File: config.mk
export PLATFORM = sky130hd
export DESIGN_NAME = dabble_bcd_conv
export DESIGN_NICKNAME = d
export VERILOG_FILES = /design/src/rtl/dabble_bcd_conv_pkg.sv /design/src/rtl/dabble_bcd_conv_adjust.sv /design/src/rtl/dabble_bcd_conv.sv
export SDC_FILE = /design/constraint.sdc
export NUM_CORES = 1
export LEC_CHECK = 0
export ABC_CLOCK_PERIOD_IN_PS = 4000
export BUFFER_PORTS_ARGS = -buffer_cell sky130_fd_sc_hd__buf_2
export CORE_AREA = 2 2 91 93
export CTS_CLUSTER_DIAMETER = 150
export DETAILED_ROUTE_END_ITERATION = 8
export DIE_AREA = 0 0 93 95
export PLACE_DENSITY_LB_ADDON = 0.05
export SLEW_MARGIN = 20
export SYNTH_ARGS = -nofsm -noshare
export SYNTH_HDL_FRONTEND = slang
export SYNTH_SLANG_ARGS = --single-unit
File: constraint.sdc
create_clock -name clk -period 4 [get_ports clk]
set_input_delay 0.4 -clock clk [delete_from_list [all_inputs] [get_ports clk]]
set_output_delay 0.4 -clock clk [all_outputs]
set_load 0.1 [all_outputs]
File: src/rtl/dabble_bcd_conv_pkg.sv
// Shared state encodings and add-3 constants for the shift-and-add-3 BCD converter.
`default_nettype none
package dabble_bcd_conv_pkg;

  typedef enum logic [1:0] {
    ST_IDLE = 2'd0,
    ST_OP   = 2'd1,
    ST_DONE = 2'd2
  } state_e;

  localparam logic [3:0] BCD_ADJ_THR = 4'd5;
  localparam logic [3:0] BCD_ADJ_ADD = 4'd3;

endpackage
`default_nettype wire

File: src/rtl/dabble_bcd_conv_adjust.sv
// Single-digit add-3 correction applied before each left shift.
`default_nettype none
module bcd_digit_adjust
  import dabble_bcd_conv_pkg::*;
(
  input  logic [3:0] d_i,
  output logic [3:0] d_o
);

  assign d_o = (d_i >= BCD_ADJ_THR) ? (d_i + BCD_ADJ_ADD) : d_i;

endmodule
`default_nettype wire

File: src/rtl/dabble_bcd_conv.sv
// Sequential binary-to-BCD converter: one input bit per clock, result latched on completion.
`default_nettype none
module dabble_bcd_conv
  import dabble_bcd_conv_pkg::*;
#(
  parameter int BIN_W  = 14,
  parameter int DIGITS = 6,
  parameter int CNT_W  = 4
) (
  input  logic                  clk,
  input  logic                  rst_n,
  input  logic                  start,
  input  logic [BIN_W-1:0]      bin,
  output logic                  ready,
  output logic                  done_tick,
  output logic                  overflow,
  output logic [4*DIGITS-1:0]   bcd
);

  state_e                state_q, state_d;
  logic [BIN_W-1:0]      bin_sh_q, bin_sh_d;
  logic [4*DIGITS-1:0]   work_q, work_d;
  logic                  ovf_flag_q, ovf_flag_d;
  logic [CNT_W-1:0]      cnt_q, cnt_d;
  logic [4*DIGITS-1:0]   bcd_q, bcd_d;
  logic                  ovf_q, ovf_d;
  logic [4*DIGITS-1:0]   adj_w;

  for (genvar i = 0; i < DIGITS; i++) begin : g_adj
    bcd_digit_adjust u_adj (
      .d_i (work_q[4*i +: 4]),
      .d_o (adj_w[4*i +: 4])
    );
  end

  always_comb begin
    state_d    = state_q;
    bin_sh_d   = bin_sh_q;
    work_d     = work_q;
    ovf_flag_d = ovf_flag_q;
    cnt_d      = cnt_q;
    bcd_d      = bcd_q;
    ovf_d      = ovf_q;
    case (state_q)
      ST_IDLE: begin
        if (start) begin
          bin_sh_d   = bin;
          work_d     = '0;
          ovf_flag_d = 1'b0;
          cnt_d      = CNT_W'(BIN_W);
          state_d    = ST_OP;
        end
      end
      ST_OP: begin
        // The bit pushed out of the top digit is lost; remember that it happened.
        ovf_flag_d = ovf_flag_q | adj_w[4*DIGITS-1];
        work_d     = {adj_w[4*DIGITS-2:0], bin_sh_q[BIN_W-1]};
        bin_sh_d   = {bin_sh_q[BIN_W-2:0], 1'b0};
        cnt_d      = cnt_q - CNT_W'(1);
        if (cnt_q == CNT_W'(1)) begin
          state_d = ST_DONE;
        end
      end
      ST_DONE: begin
        bcd_d   = work_q;
        ovf_d   = ovf_flag_q;
        state_d = ST_IDLE;
      end
      default: state_d = ST_IDLE;
    endcase
  end

  always_ff @(posedge clk or negedge rst_n) begin
    if (!rst_n) begin
      state_q    <= ST_IDLE;
      bin_sh_q   <= '0;
      work_q     <= '0;
      ovf_flag_q <= 1'b0;
      cnt_q      <= '0;
      bcd_q      <= '0;
      ovf_q      <= 1'b0;
    end else begin
      state_q    <= state_d;
      bin_sh_q   <= bin_sh_d;
      work_q     <= work_d;
      ovf_flag_q <= ovf_flag_d;
      cnt_q      <= cnt_d;
      bcd_q      <= bcd_d;
      ovf_q      <= ovf_d;
    end
  end

  assign ready     = (state_q == ST_IDLE);
  assign done_tick = (state_q == ST_DONE);
  assign bcd       = bcd_q;
  assign overflow  = ovf_q;

endmodule
`default_nettype wire

==> run_results.csv <==
group,metric,value,unit
worst_setup_path,critPathCaptureType,"primary output",
placed_design,io_buffers,43,
sta,min_period_over_period,59.5,%
logic_synthesis,ys.flop_type,"dfrtp_1",
logic_synthesis,synth_top_area_share,50.8,%
worst_setup_path,critPathSlowestCell,"dfrtp_1",
drt,avgRoutedWirePerCell,14.5,µm
global_routing,grt_start_max_net_pins,38,
worst_setup_path,crit_type,"reg2out",
drt,num_vias,2591,
drt,wl,7100,µm
layout,stdcell_area,3870,µm²
layout,final_common_cell,"dfrtp_1",
sta,slew-limit-headroom,45.5,%
drt,drcViolationCount,0,
worst_setup_path,worstPathRequired,3.60,ns
status,status,"finished clean",
worst_setup_path,cp_cell_sequence,"nand2b_4 -> inv_1 -> buf_2",
die,coreArea,7930,µm²
clock_network,clkLatencyLatePin,0.35,ns
logic_synthesis,syn_area,3450,µm²
clock_network,clk_pin_slew,0.08,ns
layout,diodes,0,
clock_network,post-cts-setup-buffer-count,0,
die,initial_utilization,43.5,%
die,die_h,95,µm
sta,setup_viol,0,
worst_setup_path,worstSetupStartpointType,"flop",
drt,firstDrtPassIters,4,
die,io_pins,44,
global_routing,grt_first_pass_wirelength,12100,µm
hold_path,hp-class,"in2async",
clock_network,cts-root-buf,"clkbuf_8",
logic_synthesis,ys_async_sr_fraction,100,%
run,cap_violations,0,
global_routing,grt_overflow,0,
sta,hold_slack,0.0817,ns
die,die_w,93,µm
drt,antenna_left,0,
layout,area_delta_synth_final,12.1,%
logic_synthesis,synth_edf_count,0,
logic_synthesis,synth.area.top_cells,"dfrtp_1, o21ai_0, nand2_1, ha_1, and3b_1",
clock_network,cts_hold_buf,0,
logic_synthesis,synth_cell_types,37,
sta,rsz0062_at_grt,"no",
global_routing,antenna_found_initial,0,
worst_setup_path,crit_fanout,28,
global_routing,grt_usage,17.8,%
global_routing,grt_pass1_vias,2469,
clock_network,cts_resized,0,
sta,tns,0,ns
logic_synthesis,yosysSeqAreaShare,50.8,%
die,std_cell_rows,33,
sta,skew,0.0117,ns
worst_setup_path,ff2ff_setup_slack,2.00,ns
clock_network,numCtsBuffers,9,
die,dieArea,8840,µm²
logic_synthesis,syn_inst,341,
clock_network,cts-htree-levels,3,
placed_design,place.gp.congestion,0.780,
layout,nets,410,
sta,timing.fmax,420,MHz
logic_synthesis,synth-seq-cells,70,
placed_design,place_hpwl,4640,µm
placed_design,placed_area,3690,µm²
drt,vias_per_cell,5.30,
layout,layout_common_cells,"dfrtp_1, nand2_1, o21ai_0, buf_2, inv_1",
logic_synthesis,synth-warning-count,0,
drt,drtIter0Drc,80,
logic_synthesis,synth_fp_nets,372,
sta,max_slew.worst_pin.slew,0.817,ns
clock_network,cts_buffer_depth,2,
sta,drv_slew,0,
logic_synthesis,yosysTopAreaCell,"dfrtp_1",
logic_synthesis,postSynthAreaPerCell,10.1,µm²
clock_network,tritoncts,"built",
sta,period_minus_slack,2.38,ns
clock_network,cts_sinks,70,
sta,hold_viol_final,0,
layout,drive_above_1_share,18.0,%
worst_setup_path,critical-path-max-stage-delay,0.80,ns
worst_setup_path,arrival,1.98,ns
[routing by layer]
metal  share of wire (%)  track usage [%]  vias up
met5                   0                0        -
met4                 2.1             8.46        0
met3                 2.9             3.83       10
met2                  46             27.8       40
met1                  49             23.7     1250
li1                    -                -     1291
[stage by stage]
stage / setup WS (ns) / std cells / utilization [%]
2_1_floorplan: 1.52 / 341 / -
3_3_place_gp: 1.98 / 473 / 46.6
3_5_place_dp: 1.95 / 473 / 46.6
4_1_cts: 1.57 / 489 / 48.8
5_1_grt: 1.43 / 489 / 48.8
6_report: 1.62 / 489 / 48.8
[critical path: cells and delay by family (launching register included)]
kind                   cells  cell delay, ns
buffers and inverters      2            0.52
and+or+nand+nor            1            0.30
DFF                        1            0.80
[final cells by class]
type / instances / area [µm²]
timing repair buffer: 48 / 253
sequential: 70 / 1750
inverter: 29 / 109
fill: 794 / 4060
tap: 105 / 131
clock buffer: 10 / 138
clock inverter: 6 / 37.5
multi-input combinational: 221 / 1450
[state kept, by name, indices dropped and copies added, names as in the netlist]
name / count
overflow: 1
ovf_flag_q: 1
cnt_q: 4
bin_sh_q: 14
bcd: 24
work_q: 24
state_q: 2
[final timing paths]
check                      startpoint     endpoint  cells after the start
min reg2reg                    bcd[5]       bcd[5]                      2
max                        state_q[1]    done_tick                      3
min in group clk               bin[0]  bin_sh_q[0]                      4
max reg2reg                state_q[1]   work_q[23]                      3
max in group asynchronous       rst_n     cnt_q[0]                      2
min                             rst_n       bcd[3]                      2
[cells by family after synthesis]
family | share of synthesized area (%)
buf+inv | 7.25
compound gates | 22.6
fa+ha+maj | 5.08
mux | 0.616
simple gates | 12.2
xor+xnor | 1.52
flops | 50.8
[Yosys cell counts (3+ instances only)]
cell and number:
dfrtp_1 70, nand2_1 52, o21ai_0 47, inv_1 29, a21oi_1 15, ha_1 14
and3b_1 13, o2111ai_1 12, o31ai_1 7, a32o_1 6, clkbuf_1 6, nor2b_1 6
o21a_1 6, o221ai_1 6, xnor2_1 6, buf_4 5, buf_6 5, o32ai_1 5
buf_2 4, nor2_1 4, nand2b_1 3, o311ai_0 3, o311ai_1 3
Power is not shown: default switching activity piles up to over one toggle a cycle in this logic, so the estimate is an artifact.
